==> config.mk <==
export PLATFORM = sky130hd
export DESIGN_NAME = fpu_host_ctrl
export DESIGN_NICKNAME = d
export VERILOG_FILES = /design/src/rtl/fpu_host_ctrl.sv
export SDC_FILE = /design/constraint.sdc
export NUM_CORES = 1
export LEC_CHECK = 0
export ABC_AREA = 0
export ABC_CLOCK_PERIOD_IN_PS = 10110
export BUFFER_PORTS_ARGS = -buffer_cell sky130_fd_sc_hd__clkbuf_2
export CAP_MARGIN = 20
export CORE_MARGIN = 4
export CORE_UTILIZATION = 38
export CTS_CLUSTER_DIAMETER = 80
export DETAILED_ROUTE_END_ITERATION = 10
export MAX_ROUTING_LAYER = met4
export SETUP_SLACK_MARGIN = 0.3
export SLEW_MARGIN = 25
export SYNTH_ARGS = -nofsm -noshare
export SYNTH_HDL_FRONTEND = slang
export SYNTH_SLANG_ARGS = --single-unit
==> constraint.sdc <==
create_clock -name clk -period 10.11 [get_ports clk]
set_input_delay 2.022 -clock clk [delete_from_list [all_inputs] [get_ports clk]]
set_output_delay 2.022 -clock clk [all_outputs]
set_load 0.1 [all_outputs]
==> src/rtl/fpu_host_ctrl.sv <==
// Sol-1 bus host controller for the FPU core: byte-wise operand staging, command issue,
// done/ack handshake and result readback. Define FPU_HOST_TIMEOUT_EN to add a watchdog.
module fpu_host_ctrl #(
    parameter int unsigned TIMEOUT_CYCLES = 4096
) (
    input  logic        clk,
    input  logic        arst,
    input  logic        cs,
    input  logic        rd,
    input  logic        wr,
    input  logic [3:0]  addr,
    input  logic [7:0]  data_in,
    output logic [7:0]  data_out,
    output logic        irq,
    output logic        fpu_start,
    output logic [3:0]  fpu_operation,
    output logic [31:0] fpu_a,
    output logic [31:0] fpu_b,
    input  logic [31:0] fpu_result,
    input  logic        fpu_done,
    output logic        fpu_ack
);

    typedef enum logic [1:0] {StIdle, StStart, StWait, StAck} state_e;

    state_e      state_q, state_d;
    logic [31:0] a_stage_q, a_stage_d;
    logic [31:0] b_stage_q, b_stage_d;
    logic [31:0] fpu_a_q, fpu_a_d;
    logic [31:0] fpu_b_q, fpu_b_d;
    logic [3:0]  op_q, op_d;
    logic [31:0] result_q, result_d;
    logic        irq_en_q, irq_en_d;
    logic        done_q, done_d;
    logic        err_op_q, err_op_d;
    logic        err_ovr_q, err_ovr_d;

    logic wr_en, cmd_wr, stat_rd, is_idle, op_valid;
    logic cmd_accept, cmd_bad, cmd_ovr;
    logic done_set, capture, busy;
    logic tmo_hit, err_tmo;
    logic [7:0] status;

    assign wr_en      = cs & wr;
    assign cmd_wr     = wr_en & (addr == 4'hC);
    assign stat_rd    = cs & rd & (addr == 4'hC);
    assign is_idle    = (state_q == StIdle);
    assign op_valid   = (data_in[3:0] <= 4'hA);
    assign cmd_accept = cmd_wr & is_idle & op_valid;
    assign cmd_bad    = cmd_wr & is_idle & ~op_valid;
    assign cmd_ovr    = cmd_wr & ~is_idle;
    // A watchdog expiry pre-empts both the capture and the done handshake.
    assign capture    = (state_q == StWait) & fpu_done & ~tmo_hit;
    assign done_set   = (state_q == StAck) & ~fpu_done & ~tmo_hit;

`ifdef FPU_HOST_TIMEOUT_EN
    localparam int unsigned CntW = $clog2(TIMEOUT_CYCLES + 1);

    logic [CntW-1:0] tmo_cnt_q, tmo_cnt_d;
    logic            err_tmo_q, err_tmo_d;
    logic            tmo_run;

    assign tmo_run = (state_q == StWait) | (state_q == StAck);
    assign tmo_hit = tmo_run & (tmo_cnt_q == CntW'(TIMEOUT_CYCLES - 1));
    assign err_tmo = err_tmo_q;

    always_comb begin
        tmo_cnt_d = '0;
        if (tmo_run) begin
            tmo_cnt_d = tmo_cnt_q + 1'b1;
        end
        err_tmo_d = err_tmo_q;
        if (stat_rd) begin
            err_tmo_d = 1'b0;
        end
        if (tmo_hit) begin
            err_tmo_d = 1'b1;
        end
    end

    always_ff @(posedge clk or posedge arst) begin
        if (arst) begin
            tmo_cnt_q <= '0;
            err_tmo_q <= 1'b0;
        end else begin
            tmo_cnt_q <= tmo_cnt_d;
            err_tmo_q <= err_tmo_d;
        end
    end
`else
    logic unused_tmo_param;

    assign tmo_hit          = 1'b0;
    assign err_tmo          = 1'b0;
    assign unused_tmo_param = |TIMEOUT_CYCLES;
`endif

    always_ff @(posedge clk or posedge arst) begin
        if (arst) begin
            state_q <= StIdle;
        end else begin
            state_q <= state_d;
        end
    end

    always_comb begin
        state_d = state_q;
        case (state_q)
            StIdle:  if (cmd_accept) state_d = StStart;
            StStart: state_d = StWait;
            StWait: begin
                if (tmo_hit) begin
                    state_d = StIdle;
                end else if (fpu_done) begin
                    state_d = StAck;
                end
            end
            StAck:   if (tmo_hit || !fpu_done) state_d = StIdle;
            default: state_d = StIdle;
        endcase
    end

    always_comb begin
        fpu_start = (state_q == StStart);
        fpu_ack   = (state_q == StAck);
        busy      = (state_q != StIdle);
    end

    always_comb begin
        a_stage_d = a_stage_q;
        b_stage_d = b_stage_q;
        if (wr_en && addr[3:2] == 2'b00) begin
            a_stage_d[{addr[1:0], 3'b000} +: 8] = data_in;
        end
        if (wr_en && addr[3:2] == 2'b01) begin
            b_stage_d[{addr[1:0], 3'b000} +: 8] = data_in;
        end

        fpu_a_d  = fpu_a_q;
        fpu_b_d  = fpu_b_q;
        op_d     = op_q;
        irq_en_d = irq_en_q;
        if (cmd_accept) begin
            fpu_a_d = a_stage_q;
            fpu_b_d = b_stage_q;
            op_d    = data_in[3:0];
        end
        if (cmd_accept || cmd_bad) begin
            irq_en_d = data_in[7];
        end

        result_d = capture ? fpu_result : result_q;

        // Status-read clear first, so a same-cycle set event wins.
        done_d    = done_q;
        err_op_d  = err_op_q;
        err_ovr_d = err_ovr_q;
        if (stat_rd) begin
            done_d    = 1'b0;
            err_op_d  = 1'b0;
            err_ovr_d = 1'b0;
        end
        if (cmd_accept) done_d = 1'b0;
        if (done_set)   done_d = 1'b1;
        if (cmd_bad)    err_op_d = 1'b1;
        if (cmd_ovr)    err_ovr_d = 1'b1;
    end

    always_ff @(posedge clk or posedge arst) begin
        if (arst) begin
            a_stage_q <= '0;
            b_stage_q <= '0;
            fpu_a_q   <= '0;
            fpu_b_q   <= '0;
            op_q      <= '0;
            result_q  <= '0;
            irq_en_q  <= 1'b0;
            done_q    <= 1'b0;
            err_op_q  <= 1'b0;
            err_ovr_q <= 1'b0;
        end else begin
            a_stage_q <= a_stage_d;
            b_stage_q <= b_stage_d;
            fpu_a_q   <= fpu_a_d;
            fpu_b_q   <= fpu_b_d;
            op_q      <= op_d;
            result_q  <= result_d;
            irq_en_q  <= irq_en_d;
            done_q    <= done_d;
            err_op_q  <= err_op_d;
            err_ovr_q <= err_ovr_d;
        end
    end

    assign status = {irq_en_q, 2'b00, err_tmo, err_ovr_q, err_op_q, done_q, busy};

    always_comb begin
        data_out = 8'h00;
        case (addr[3:2])
            2'b00:   data_out = a_stage_q[{addr[1:0], 3'b000} +: 8];
            2'b01:   data_out = b_stage_q[{addr[1:0], 3'b000} +: 8];
            2'b10:   data_out = result_q[{addr[1:0], 3'b000} +: 8];
            default: if (addr[1:0] == 2'b00) data_out = status;
        endcase
    end

    assign irq           = done_q & irq_en_q;
    assign fpu_operation = op_q;
    assign fpu_a         = fpu_a_q;
    assign fpu_b         = fpu_b_q;

endmodule

# Yosys cells after proc, flatten, opt, wreduce, memory -nomap -nowiden
# Cells that the tools add are included.
# word_totals
ff_bits,170
latchBits,0
mem_bits_rw,0
rom_bits,0
output_inout_bits,79
n_memories,0
# classes
add_sub_neg,1
n_mul,0
div_mod_pow,0
n_lt_le_gt_ge,1
n_eq_ne,9
shift,5
muxes,13
bitwise_logic,14
reduce_logical,11
# op_table
operator,count
32-bit by 6-bit indexed part select with 8-bit output,3
32-bit bitwise mux,2
8-bit by 7-bit variable shift with 32-bit output (first input constant),1
8-bit by 7-bit indexed part select with 32-bit output,1
8-bit one-hot mux with 3 select lines,1
1-bit AND,11
8-bit two-way mux,1
2-bit one-hot mux with 4 select lines,1
5-bit negation with 7-bit output,1
2-bit == test (second input constant),3
2-bit zero test,3
2-bit two-way mux,3
2-bit nonzero test,3
1-bit two-way mux,5
2-bit by 1-bit == test with 1-bit output (second input constant),2
4-bit == test (second input constant),1
4-bit <= comparator (second input constant),1
2-bit inequality test (second input constant),2
1-bit inverter,3
3-bit AND reduction,1
3-bit nonzero test,1
1-bit logical AND,2
2-bit by 1-bit inequality test with 1-bit output (second input constant),1
1-bit logical OR,1

# Logic depth before layout (Yosys ltp)
# logic_depth
depth_word,6
ltp_mapped,9

# Least setup slack after synthesis
# No wires, ideal clock.
# synth_path
path_type,input port to output port
from,in addr[2]
to,out data_out[4]
arrival_ns,5.344
slack_ns,2.744
cell_stages,8
path_buffers,1
path_cell_list,inv_1 ha_1 buf_2 inv_2 a221oi_1 or3_1 o311a_1 a211oi_1
# synth_via
elab_chain_cells,2
# synth_lines
element,line_no,rtl
"start, declared",11,"input logic [3:0] addr,"
2-bit == test (tied with other cells),199,case (addr[3:2])
8-bit one-hot mux with 3 select lines *,199,
"end, declared",13,"output logic [7:0] data_out,"
# Every way passes the cells marked *; elsewhere a longest branch is shown, timed or not.

# Worst setup path in the final report
# layout_path
from,in addr[0]
to,out data_out[2]
# layout_via
elab_chain_cells,3
# layout_lines
element,line_no
"parallel branches: the longest is 2 deep, another holds 32-bit by 6-bit indexed part select with 8-bit output",-
8-bit one-hot mux with 3 select lines *,199
# Every way passes the cells marked *.

==> out/results.ini <==
[outcome]
outcome=complete, no violations

[finish]
post-route-cell-area_sq_um=8940
nNetsFinal=809
area_growth_syn_to_layout_pct=19.9
antenna_cells=0
post_route_cells_drive_above_1_share_pct=36.4
final-instance-count-excl-fill=1016
final_core_utilization_pct=47.0

[sta]
max_slew_headroom_pct=39.0
fin_worst_skew_ps=6.98
rsz0062_at_grt=false
timing.setup.tns_ps=0
f_max_mhz=151
setup_slack_ps=3510
worst_slew_pin_slew_ps=914
final-setup-viol-count=0
min_period_ps=6600
timing.final.crit_share_pct=65.3
hold_viol_final=0
slew_violations=0

[pwr]
power_density_over_the_cells_nw_per_um2=218
peak_supply_drop_mv=0.103
leakage_nw=4.35

[die]
die_area_sq_um=21900
ios=129
core_area_sq_um=19000
number_of_core_rows=50
initial_util_pct=39.2
die-width_um=148
floorplan.die.height_um=148

[routing]
antenna_left=0
drt_first_pass_iters=6
drc_errors_left=0
detail_route.wl_per_cell_um=20.8
avgViaCountPerCell=5.38
drt-total-wl_um=21200
routed-via-count=5463
drt_iter0_drc=572

[clocking]
clock_sinks=170
cts_buffers=17
cts_root_buffer=clkbuf_16
cts_max_level=4
deepest_clock_path_buffer_count=2
clock_transition_at_the_registers_of_the_reported_paths_ps=60
worstSkewPairLatency_ps=430
postCtsSetupBuffers=0
cts-hold-fix-buffers=0
cts_tree=yes
cts_resized=0

[global_routing]
grt_antenna_before_repair=0
grt_use_total_pct=20.2
global_route.usage.met2_pct=29.6
grt-ovfl-total=0
grtUsageMet1_pct=28.2
first_global_vias=5540
grt_max_degree=101
use_met3_pct=5.18
busiest_layer=met2
first_pass_grt_wire_length_um=32700

[worst_setup_path]
critPathRequiredTime_ps=8090
slowest_delay_ps=530
timing.setup.critical_path_class=in -> out
cp-end-kind=primary output
critPathTopFamily=buffers and inverters
cp.depth=7
critical_path.n_buffers_inverters=3
cell_occurring_most_often_along_the_worst_timing_path=clkbuf_2
worst_path_cell_trace=clkbuf_2, clkinv_1, nand2_1, a221oi_1, or4_1, o21ai_0, clkbuf_2
cp.arrival_ps=4580
critical_path.startpoint_type=primary input
cp_slowest_cell=clkbuf_2
reg2reg_depth=5
critical_path_peak_fanout=23

[synth]
post_synthesis_cells=628
post_synth_fa_ha_maj_area_fraction_pct=2.35
mappedNetlistArea_sq_um=7460
synth_flop_cell=dfrtp_1
yosysTopAreaCell=dfrtp_1
synth-seq-area-share_pct=57.0
synth_top_family_by_area=multiplexers
synth_compound_gate_area_share_pct=11.1
post_synth.cell_area_avg_sq_um=11.9
muxShareOfSynthArea_pct=17.4
synth_async_sr_flop_share_pct=100
synth_warnings=0
yosysTopAreaCellShare_pct=57.0
synth.area.top_cells=dfrtp_1 57%, mux2_2 14%, nand2_1 5.9%, o21ai_0 4.7%, a221oi_1 2.8%
syn_nets=692
yosys.area_share.xor_xnor_pct=0
postSynthRegisterBits=170
synthSimpleGateAreaFrac_pct=9.28
synth_edf_count=0
yosysUniqueCellTypes=44

[placed_design]
hpwl_um=15600
number_of_port_buffers=128
placed_area_sq_um=8290
numPlacedInstances=985
pre_cts_slack_ps=3380
place.gp.congestion=0.975

[run]
maxCapViolCount=0

[hold_path]
hold_path_depth=1
worst_hold_path_type=reg -> reg

==> synthesized netlist by cell type (2+ instances only) <==
cell      instances
a211o_1           2
a211oi_1          4
a21oi_1          13
a221oi_1         24
a22oi_1           9
a31oi_1           2
and2_1            3
and3_1            2
buf_1             3
buf_2            15
buf_4             4
clkbuf_1         10
dfrtp_1         170
ha_1             14
inv_1             9
mux2_2           93
mux2_4            8
mux2i_1           2
mux4_2            5
nand2_1         118
nand2b_1          4
nand3_1           2
nor2_1           11
nor3_1            4
nor3b_1           2
nor3b_2           3
o21ai_0          70
o311a_1           2
o31ai_1           3
or3_1             2
or4_1             2
==> routing by layer <==
metal | share of wire, % | up-vias | wire length, um
met4 | 1.6 | 0 | 346
met5 | 0 | - | 0
met2 | 46 | 201 | 9680
met3 | 7.1 | 19 | 1500
met1 | 45 | 2767 | 9630
li1 | - | 2476 | -
==> worst paths after layout <==
path,to,from,slack (ps)
min in group asynchronous,result_q[7],arst,1800
setup reg to reg,fpu_operation[0],state_q[0],8040
setup / recovery,data_out[2],addr[0],3510
hold reg to reg,fpu_b[21],fpu_b[21],510
hold / removal,fpu_b[21],fpu_b[21],510
max in group asynchronous,a_stage_q[27],arst,6860
==> final cells by class <==
type	instances	area [sq um]
Clock buffer	21	470
Timing Repair Buffer	131	676
Inverter	11	46.3
Tap cell	260	325
Clock inverter	9	161
Fill cell	1780	10100
Sequential cell	170	4250
Multi-Input combinational cell	414	3010
==> state kept, by name (all words and copies together), names as in the netlist <==
register / count
b_stage_q: 32
irq_en_q: 1
state_q: 2
a_stage_q: 32
fpu_b: 32
fpu_a: 32
err_ovr_q: 1
fpu_operation: 4
done_q: 1
result_q: 32
err_op_q: 1
==> layout by cell type (no fill, tap or decap), types with 4 or more instances in the layout <==
master and instances:
ha_1 12, bufinv_16 4, a21oi_1 13, o21ai_0 70, clkbuf_16 17, mux2_2 93
a22oi_1 9, nor2_1 11, mux2_4 8, a221oi_1 24, mux4_2 5, dfrtp_1 170
nand2_1 118, nand2b_1 4, clkbuf_2 128, inv_1 8, nor3_1 4, a211oi_1 4
==> metrics by stage <==
| stage | power, mW | hold WS (ps) |
|---|---|---|
| after global routing | 2.03 | 521 |
| after detailed placement | 1.25 | 493 |
| final | 1.95 | 505 |
| after global placement | 1.24 | 489 |
| after floorplan | 1.14 | 450 |
| after CTS | 1.96 | 509 |
==> power by group <==
part / switching, mW / internal, mW / leakage (nW) / total [mW]
logic: 0.241 / 0.139 / 1.77 / 0.380
registers: 0.0892 / 0.776 / 2.28 / 0.866
clock network: 0.272 / 0.433 / 0.302 / 0.705
==> worst register-to-register path, stage by stage, from the launching register on <==
cell and delay, ps:
dfrtp_1 430, inv_1 100, ha_1 300, nand3_4 430, buf_12 360, mux2_4 350
==> kinds of logic after synthesis <==
group,Yosys count
fa+ha+maj,14
buf+inv,44
simple gates,158
compound gates,134
flops,170
mux,108
Note: power is estimated with default switching activity, not from simulation.
